[config.mk]
export PLATFORM = sky130hd
export DESIGN_NAME = usb_tx_packet_builder
export DESIGN_NICKNAME = d
export VERILOG_FILES = /design/src/rtl/usb_pkg.sv /design/src/rtl/usb_crc16.sv /design/src/rtl/usb_tx_packet_builder.sv
export SDC_FILE = /design/constraint.sdc
export NUM_CORES = 1
export LEC_CHECK = 0
export ABC_AREA = 1
export BUFFER_PORTS_ARGS = -buffer_cell sky130_fd_sc_hd__buf_2
export CAP_MARGIN = 20
export CORE_MARGIN = 5
export CORE_UTILIZATION = 57
export CTS_CLUSTER_DIAMETER = 100
export DETAILED_ROUTE_END_ITERATION = 6
export GPL_ROUTABILITY_DRIVEN = 0
export PLACE_DENSITY = 0.78
export SLEW_MARGIN = 20
export SYNTH_ARGS = -nofsm -noshare
export SYNTH_HDL_FRONTEND = slang
export SYNTH_SLANG_ARGS = --single-unit
[constraint.sdc]
create_clock -name clk -period 2.1 [get_ports clk]
set_clock_uncertainty 0.05 [all_clocks]
set_input_delay 0 -clock clk [delete_from_list [all_inputs] [get_ports clk]]
set_output_delay 0 -clock clk [all_outputs]
set_load 0.02 [all_outputs]
[src/rtl/usb_pkg.sv]
// Shared constants and types for the USB transmit packet builder: PID bytes,
// request encoding, FSM states, CRC-16/USB parameters and maximum payload.
package usb_pkg;

    localparam logic [7:0] SYNC_BYTE  = 8'h80;
    localparam logic [7:0] PID_DATA0  = 8'hC3;
    localparam logic [7:0] PID_DATA1  = 8'h4B;
    localparam logic [7:0] PID_ACK    = 8'hD2;
    localparam logic [7:0] PID_NAK    = 8'h5A;
    localparam logic [7:0] PID_STALL  = 8'h1E;

    localparam logic [15:0] CRC_POLY      = 16'h8005;
    // Bit-reversed form of CRC_POLY, used by the LSB-first shift register
    localparam logic [15:0] CRC_POLY_REFL = 16'hA001;
    localparam logic [15:0] CRC_INIT      = 16'hFFFF;
    localparam logic [15:0] CRC_XOROUT    = 16'hFFFF;

    localparam logic [6:0] MAX_PKT_BYTES = 7'd64;

    typedef enum logic [2:0] {
        PKT_NONE  = 3'd0,
        PKT_DATA0 = 3'd1,
        PKT_DATA1 = 3'd2,
        PKT_ACK   = 3'd3,
        PKT_NAK   = 3'd4,
        PKT_STALL = 3'd5
    } tx_pkt_e;

    typedef enum logic [2:0] {
        ST_IDLE   = 3'd0,
        ST_SYNC   = 3'd1,
        ST_PID    = 3'd2,
        ST_DATA   = 3'd3,
        ST_CRC_LO = 3'd4,
        ST_CRC_HI = 3'd5,
        ST_EOP    = 3'd6
    } tx_state_e;

    function automatic logic [7:0] pid_byte(input logic [2:0] pkt);
        case (pkt)
            PKT_DATA0: pid_byte = PID_DATA0;
            PKT_DATA1: pid_byte = PID_DATA1;
            PKT_ACK:   pid_byte = PID_ACK;
            PKT_NAK:   pid_byte = PID_NAK;
            PKT_STALL: pid_byte = PID_STALL;
            default:   pid_byte = 8'h00;
        endcase
    endfunction

endpackage

[src/rtl/usb_crc16.sv]
// Byte-wide CRC-16/USB accumulator (reflected, LSB first). Holds the raw
// running remainder; the caller applies the final XOR.
module usb_crc16
    import usb_pkg::*;
(
    input  logic        clk,
    input  logic        n_rst,
    input  logic        clear,
    input  logic        enable,
    input  logic [7:0]  data,
    output logic [15:0] crc
);

    logic [15:0] r_crc;
    logic [15:0] w_stage [0:8];

    assign w_stage[0] = r_crc ^ {8'h00, data};

    // One shift/conditional-XOR stage per input bit
    generate
        for (genvar gi = 0; gi < 8; gi++) begin : g_bit
            assign w_stage[gi + 1] = w_stage[gi][0]
                                   ? ((w_stage[gi] >> 1) ^ CRC_POLY_REFL)
                                   : (w_stage[gi] >> 1);
        end
    endgenerate

    always_ff @(posedge clk or negedge n_rst) begin
        if (!n_rst) begin
            r_crc <= CRC_INIT;
        end else if (clear) begin
            r_crc <= CRC_INIT;
        end else if (enable) begin
            r_crc <= w_stage[8];
        end
    end

    assign crc = r_crc;

endmodule

[src/rtl/usb_tx_packet_builder.sv]
// USB transmit packet framer: SYNC/PID/DATA/CRC16/EOP byte sequencing from a FIFO.
// Define USB_TX_SYNC_EN to emit the 0x80 SYNC byte ahead of the PID.
module usb_tx_packet_builder
    import usb_pkg::*;
(
    input  logic       clk,
    input  logic       n_rst,
    input  logic [2:0] tx_packet,
    input  logic [6:0] buffer_occupancy,
    input  logic [7:0] tx_packet_data,
    output logic       get_tx_packet_data,
    output logic [7:0] tx_byte,
    output logic       tx_byte_valid,
    input  logic       tx_byte_ready,
    output logic       tx_eop,
    output logic       tx_busy,
    output logic       tx_error
);

    tx_state_e   r_state;
    logic [7:0]  r_pid;
    logic        r_is_data;
    logic [6:0]  r_count;
    logic [7:0]  r_tx_byte;
    logic        r_tx_valid;
    logic        r_eop;
    logic        r_error;

    logic        w_req_valid;
    logic        w_req_data;
    logic        w_occ_nz;
    logic        w_xfer;
    logic        w_crc_clear;
    logic        w_pop;
    logic [15:0] w_crc;
    logic [15:0] w_crc_out;
    logic [7:0]  w_tx_byte;
    logic        w_tx_valid;

    assign w_req_valid = (tx_packet >= PKT_DATA0) && (tx_packet <= PKT_STALL);
    assign w_req_data  = (tx_packet == PKT_DATA0) || (tx_packet == PKT_DATA1);
    assign w_occ_nz    = (buffer_occupancy != 7'd0);
    assign w_crc_out   = w_crc ^ CRC_XOROUT;
    assign w_crc_clear = (r_state == ST_IDLE) && w_req_valid;

    // DATA streams FIFO bytes straight through; CRC bytes come from the live remainder
    always_comb begin
        w_tx_byte  = r_tx_byte;
        w_tx_valid = r_tx_valid;
        case (r_state)
            ST_DATA: begin
                w_tx_valid = w_occ_nz;
                w_tx_byte  = w_occ_nz ? tx_packet_data : 8'h00;
            end
            ST_CRC_LO: w_tx_byte = w_crc_out[7:0];
            ST_CRC_HI: w_tx_byte = w_crc_out[15:8];
            default: ;
        endcase
    end

    assign w_xfer = w_tx_valid && tx_byte_ready;
    assign w_pop  = (r_state == ST_DATA) && w_xfer;

    usb_crc16 u_crc (
        .clk    (clk),
        .n_rst  (n_rst),
        .clear  (w_crc_clear),
        .enable (w_pop),
        .data   (tx_packet_data),
        .crc    (w_crc)
    );

    always_ff @(posedge clk or negedge n_rst) begin
        if (!n_rst) begin
            r_state    <= ST_IDLE;
            r_pid      <= 8'h00;
            r_is_data  <= 1'b0;
            r_count    <= 7'd0;
            r_tx_byte  <= 8'h00;
            r_tx_valid <= 1'b0;
            r_eop      <= 1'b0;
            r_error    <= 1'b0;
        end else begin
            r_eop   <= 1'b0;
            r_error <= 1'b0;
            case (r_state)
                ST_IDLE: begin
                    if (w_req_valid) begin
                        if (w_req_data && (buffer_occupancy > MAX_PKT_BYTES)) begin
                            r_error <= 1'b1;
                        end else begin
                            r_pid      <= pid_byte(tx_packet);
                            r_is_data  <= w_req_data;
                            r_count    <= w_req_data ? buffer_occupancy : 7'd0;
                            r_tx_valid <= 1'b1;
`ifdef USB_TX_SYNC_EN
                            r_state    <= ST_SYNC;
                            r_tx_byte  <= SYNC_BYTE;
`else
                            r_state    <= ST_PID;
                            r_tx_byte  <= pid_byte(tx_packet);
`endif
                        end
                    end
                end
                ST_SYNC: begin
                    if (w_xfer) begin
                        r_state   <= ST_PID;
                        r_tx_byte <= r_pid;
                    end
                end
                ST_PID: begin
                    if (w_xfer) begin
                        r_tx_byte <= 8'h00;
                        if (!r_is_data) begin
                            r_state    <= ST_EOP;
                            r_tx_valid <= 1'b0;
                            r_eop      <= 1'b1;
                        end else if (r_count != 7'd0) begin
                            r_state    <= ST_DATA;
                            r_tx_valid <= 1'b0;
                        end else begin
                            r_state    <= ST_CRC_LO;
                            r_tx_valid <= 1'b1;
                        end
                    end
                end
                ST_DATA: begin
                    if (!w_occ_nz) begin
                        // FIFO ran dry before the promised byte count was sent
                        r_state    <= ST_IDLE;
                        r_count    <= 7'd0;
                        r_tx_valid <= 1'b0;
                        r_error    <= 1'b1;
                    end else if (w_xfer) begin
                        r_count <= r_count - 7'd1;
                        if (r_count == 7'd1) begin
                            r_state    <= ST_CRC_LO;
                            r_tx_valid <= 1'b1;
                        end
                    end
                end
                ST_CRC_LO: begin
                    if (w_xfer) begin
                        r_state <= ST_CRC_HI;
                    end
                end
                ST_CRC_HI: begin
                    if (w_xfer) begin
                        r_state    <= ST_EOP;
                        r_tx_valid <= 1'b0;
                        r_eop      <= 1'b1;
                    end
                end
                ST_EOP: begin
                    r_state <= ST_IDLE;
                end
                default: begin
                    r_state    <= ST_IDLE;
                    r_tx_valid <= 1'b0;
                end
            endcase
        end
    end

    assign tx_byte            = w_tx_byte;
    assign tx_byte_valid      = w_tx_valid;
    assign get_tx_packet_data = w_pop;
    assign tx_eop             = r_eop;
    assign tx_error           = r_error;
    assign tx_busy            = (r_state != ST_IDLE);

endmodule
Word-level counts from Yosys, hierarchy flattened
Index checks and enable logic that the tools add are counted.
{"block": "totals", "word_cells": 119, "ff_bits": 46}
{"block": "classes", "magnitude_cmp": 3, "muxes": 55, "n_reduce_logical": 19, "bitwise_logic": 12, "addsub": 1, "n_eq_ne": 20}
{"operator": "2-to-1 mux 16 bit", "count": 10}
{"operator": "case mux 8 bit (3 select lines)", "count": 2}
{"operator": "2-to-1 mux 8 bit", "count": 5}
{"operator": "case mux 8 bit (5 select lines)", "count": 1}
{"operator": "2-to-1 mux 7 bit", "count": 5}
{"operator": "2-to-1 mux 3 bit", "count": 11}
{"operator": "NOT 2 -> 3 bit", "count": 8}
{"operator": "case mux 3 bit (6 select lines)", "count": 1}
{"operator": "2-to-1 mux 1 bit", "count": 16}
{"operator": "NOT 16 bit", "count": 1}
{"operator": "XOR 16 x 8 -> 16 bit", "count": 1}
{"operator": "equality test 3 bit (second input constant)", "count": 5}
{"operator": "case mux 7 bit (2 select lines)", "count": 1}
{"operator": "nonzero test 7 bit", "count": 2}
{"operator": "equality test 3 x 2 -> 1 bit (second input constant)", "count": 4}
{"operator": "inequality test 2 bit (second input constant)", "count": 6}
{"operator": "AND reduction 8 bit", "count": 1}
{"operator": "equality test 7 x 1 -> 1 bit (second input constant)", "count": 1}
{"operator": "> comparator 7 bit (second input constant)", "count": 1}
{"operator": "AND reduction 7 bit", "count": 1}
{"operator": "subtractor 7 x 1 -> 7 bit (second input constant)", "count": 1}
{"operator": "equality test 3 x 1 -> 1 bit (second input constant)", "count": 2}
{"operator": "nonzero test 3 bit", "count": 2}
{"operator": "logical AND 1 bit", "count": 5}
{"operator": "14 further kinds", "count": 17}

Logic depth before layout (Yosys ltp)
{"block": "depth", "word_depth": 19, "ltp_mapped": 15, "depth_no_buf": 15}

Modules after synthesis
From an unflattened synthesis, not the netlist that was laid out.
{"block": "hier_totals", "hier_cells": 421, "area_unflattened_um2": 3027.9}
{"module": "usb_tx_packet_builder", "seq_area_each_um2": 700.7, "area_each_um2": 1954.4, "instances": 1, "cells_per_inst": 273}
{"module": "usb_crc16", "seq_area_each_um2": 420.4, "area_each_um2": 1073.5, "instances": 1, "cells_per_inst": 148}

Least setup slack after synthesis
Ideal clock, no wire load.
{"block": "synth_path", "kind": "register -> register", "start": "register r_state[2]", "end": "register r_tx_valid", "setup_time_ns": 0.077, "arrival_ns": 1.440, "path_slack_ns": 0.533, "required_ns": 1.973, "path_buffers": 0, "stages_incl_launch_ff": 12, "synth_period_minus_slack_ns": 1.567, "path_cell_list": "dfrtp_1 nor2_2 nand2_4 inv_2 nand2_4 nor2_4 inv_1 nand2_1 nor2_1 nand3_1 nor2_1 a21oi_1"}
{"block": "synth_via", "elab_chain_len": 5, "word_cells_on_any_way": 19, "classes_between": "eq/ne (12); mux (2); bitwise (1); reduce/logical (4)"}
{"element": "from (decl)", "line": "usb_tx_packet_builder.sv:20", "text": "tx_state_e r_state;"}
{"element": "from (signal assigned)", "line": "usb_tx_packet_builder.sv:75", "text": "r_state <= ST_IDLE;"}
{"element": "from (signal assigned)", "line": "usb_tx_packet_builder.sv:100", "text": "r_state <= ST_PID;"}
{"element": "from (signal assigned)", "line": "usb_tx_packet_builder.sv:108", "text": "r_state <= ST_PID;"}
{"element": "equality test 3 x 2 -> 1 bit", "line": "usb_tx_packet_builder.sv:50, usb_tx_packet_builder.sv:86"}
{"element": "2-to-1 mux 1 bit", "line": "usb_tx_packet_builder.sv:50", "text": "case (r_state)"}
{"element": "logical AND 1 bit", "line": "usb_tx_packet_builder.sv:61", "text": "assign w_xfer = w_tx_valid && tx_byte_ready;"}
{"element": "inequality test 3 bit (no source line) / inequality test 2 bit (equally long branches)"}
{"element": "AND reduction 7 bit (no source line)"}
{"element": "to (signal assigned)", "line": "usb_tx_packet_builder.sv:80", "text": "r_tx_valid <= 1'b0;"}
{"element": "to (signal assigned)", "line": "usb_tx_packet_builder.sv:95", "text": "r_tx_valid <= 1'b1;"}
{"element": "to (signal assigned)", "line": "usb_tx_packet_builder.sv:117", "text": "r_tx_valid <= 1'b0;"}
{"element": "to (decl)", "line": "usb_tx_packet_builder.sv:25", "text": "logic r_tx_valid;"}
Several ways; a longest one is shown, not always the timed one.
A chain may end at the register's enable or synchronous reset.

Worst setup path in the final report
{"block": "layout_path", "start": "register r_state[1]", "end": "output port get_tx_packet_data"}
{"block": "layout_via", "elab_chain_len": 4}
{"element": "equality test 3 x 2 -> 1 bit *", "line": "usb_tx_packet_builder.sv:50, usb_tx_packet_builder.sv:62"}
{"element": "2-to-1 mux 1 bit", "line": "usb_tx_packet_builder.sv:50"}
{"element": "logical AND 1 bit", "line": "usb_tx_packet_builder.sv:61"}
{"element": "logical AND 1 bit *", "line": "usb_tx_packet_builder.sv:62", "text": "assign w_pop = (r_state == ST_DATA) && w_xfer;"}
{"element": "to (decl)", "line": "usb_tx_packet_builder.sv:11", "text": "output logic get_tx_packet_data,"}
Every way passes the cells marked *; elsewhere a longest branch is shown, timed or not.

==> run_results.csv <==
group,metric,value,unit
status,run_status,"completed",
power_and_ir_drop,p_int,2.44,mW
timing,fin_crit_sh,93.0,%
power_and_ir_drop,power.total,4.61,mW
floorplan,die_height,81.4,microns
synth,synth_cells,397,
cells_and_area,finish.net_count,471,
drt,ant_nets,0,
timing,hold_slack,0.0181,ns
synth,ys_types,37,
timing,relSlewSlack,44.8,%
critical_path,crit_start,"r_state[1]",
drt,routedWlPerCell,13.7,microns
synth,synth_ff_type,"dfrtp_1",
synth,synthTopCellsByArea,"dfrtp_1 24%, nand2_1 17%, dfstp_2 14%",
synth,synth_edf_count,0,
global_routing,grt_pass1_vias,2662,
global_routing,grt_use_total,23.6,%
critical_path,crit_path_start_kind,"flip-flop",
critical_path,cp_data_required_time,2.05,ns
timing,hold_viol_final,0,
floorplan,initial_core_util,57.6,%
clocking,path_clk_slew,0.09,ns
timing,layout_min_cycle_time,1.95,ns
drt,drtIter0Drc,139,
min_path,hold_start,"buffer_occupancy[6]",
cells_and_area,area_growth,15.3,%
synth,yosysWarnings,0,
floorplan,num_io_pins,34,
power_and_ir_drop,p_leak,1.77,nW
clocking,cts.path.max_buffers,2,
power_and_ir_drop,power.density,1380,nW/um^2
clocking,clock_sinks,44,
critical_path,slowest_stage,"dfrtp_1",
synth,syn_avg_cell_area,7.31,sq um
cells_and_area,drive_gt1_share,23.0,%
power_and_ir_drop,switching_power,2.17,mW
synth,seq_area_frac_synth,38.6,%
run,maxCapViolCount,0,
critical_path,path_max_fanout,16,
critical_path,critPathMaxStageDelay,0.44,ns
power_and_ir_drop,combinationalPowerShare,56.1,%
critical_path,critical_path_class,"flip-flop to primary output",
critical_path,cp_top_family,"simple AND/OR/NAND/NOR gates",
cells_and_area,final_cell_mix,"133 x nand2_1, 60 x inv_1, 33 x buf_2, 27 x dfrtp_1, 20 x nand3_1",
placement,place_area,3180,sq um
global_routing,antenna_found_initial,0,
synth,syn_area,2900,sq um
critical_path,path_buf_inv,3,
global_routing,overflow,0,
synth,yosysTopAreaCellShare,24.1,%
timing,clock.fmax,512,MHz
critical_path,crit_path_end_kind,"primary output",
critical_path,regToRegStartpoint,"u_crc.crc[1]",
global_routing,grt_pass1_wl,12100,microns
floorplan,dieWidth,81.4,microns
synth,synthArstFlopShare,100,%
clocking,clock_latency,0.30,ns
drt,wl,7080,microns
timing,max_slew.worst_pin.slew,0.829,ns
drt,via_count,2728,
power_and_ir_drop,p_clk_share,11.9,%
power_and_ir_drop,switching_share,47.0,%
floorplan,dieArea,6620,sq um
drt,avgViaCountPerCell,5.27,
synth,syn_nets,421,
drt,drc,0,
critical_path,crit_arrival,1.90,ns
synth,yosysTopAreaCell,"dfrtp_1",
clocking,cts_inserted_buffers,5,
timing,setup_violations,0,
floorplan,rows,26,
timing,fin_setup_tns,0,ns
floorplan,core,5040,sq um
placement,hpwlAfterDp,5450,microns
placement,io_buffer_count,33,
cells_and_area,antenna_cells,0,
timing,rsz0062_at_grt,"no",
min_path,hp-class,"primary input to flip-flop",
power_and_ir_drop,ir_drop,0.837,mV
clocking,cts-htree-levels,2,
clocking,cts_tree,"built",
cells_and_area,final_area,3350,sq um
drt,dr.pass1.iters,4,
cells_and_area,final_common_cell,"nand2_1",
power_and_ir_drop,seq_power_share,31.9,%
timing,final-max-slew-violation-count,0,
global_routing,grt_max_degree,38,
critical_path,crit_chain,"inv_2 > nor2_4 > nand2_4 > nor2_4 > nand2_4 > inv_2 > buf_2",
clocking,root_buffer,"clkbuf_8",
synth,ys_seq_elements,44,
## final timing paths
kind | to | slack, ns | cells past startpoint
hold / removal | r_count[6] | 0.02 | 5
setup / recovery | get_tx_packet_data | 0.15 | 7
setup reg to reg | u_crc.crc[0] | 0.32 | 15
min in group asynchronous | r_count[6] | 0.28 | 2
hold reg to reg | r_pid[1] | 0.44 | 2
max in group asynchronous | u_crc.crc[2] | 1.02 | 3
## sequential cells by signal, indices dropped and copies added (netlist names)
name        count
u_crc.crc      16
r_count         7
r_tx_byte       7
r_pid           7
tx_eop          1
r_state         3
r_is_data       1
r_tx_valid      1
tx_error        1
## kinds of logic (layout without fill, tap and decap cells)
family,count (synthesis),count (layout),synth area share [%]
adder cells (fa/ha/maj),3,3,1.29
XOR/XNOR,7,7,2.11
buffers and inverters,72,123,10.1
AND/OR/NAND/NOR,196,196,29.8
AO/OA/AOI/OAI,75,75,18.1
flip-flops,44,44,38.6
## synthesized netlist by cell type, drive strengths merged (2+ instances only)
library cell / number
o211ai: 4
o2111ai: 2
nand3: 21
inv: 66
dfrtp: 28
nor2: 24
a22oi: 13
xnor2: 4
xor2: 3
a32oi: 5
o21a: 4
o22ai: 6
o21ai: 30
nand2: 147
a211oi: 2
a31oi: 3
nor3: 2
ha: 3
dfstp: 16
buf: 4
a21oi: 5
## timing repair
item / 4_1_cts / 5_1_grt
endpoints found under the hold margin: 33 / 0
buffers inserted: 0 / 1
setup endpoints to repair: 0 / 8
hold buffers: 6 / 0
resized for setup: 0 / 1
## power groups by stage
stage	clock (mW)	sequential, mW	combinational, mW
finish	0.551	1.47	2.59
global route	0.594	1.52	2.90
CTS	0.566	1.47	2.51
detailed placement	0	1.48	2.49
global placement	0	1.47	2.44
floorplan	0	1.44	1.94
## layer usage
layer / up-vias / routed length [microns] / track usage (%)
li1: 1373 / - / -
met1: 1274 / 3110 / 30.2
met2: 67 / 3420 / 39.7
met3: 14 / 355 / 4.21
met4: 0 / 196 / 8.78
met5: - / 0 / 0
## area by class of cell
type	count	area, sq um
fillers	469	1700
multi-input cells	281	1490
flip-flops and latches	44	1120
repair buffers	48	305
inverters	67	251
clock buffers	8	90.1
well taps	70	87.6
## worst reg2reg max path: stages, from the launching register on
cell and delay [ns]:
dfstp_2 0.55, inv_1 0.07, nand2_1 0.07, nand2_1 0.08
nand2_1 0.09, nand2_1 0.11, nand2_1 0.07, nand2_1 0.06
inv_1 0.05, nand2_1 0.07, nand2_1 0.11, nand2_1 0.06
nand3_1 0.09, nand3_1 0.09, nand2_1 0.07, inv_1 0.03
## through the flow
step / std cells / setup WS, ns / utilization, %
2_1_floorplan: 397 / 0.533 / -
3_3_place_gp: 503 / 0.288 / 63.0
3_5_place_dp: 503 / 0.203 / 63.0
4_1_cts: 517 / 0.0663 / 66.0
5_1_grt: 518 / 0.0220 / 66.4
6_report: 518 / 0.147 / 66.4
Power figures use the tool's default switching activity.
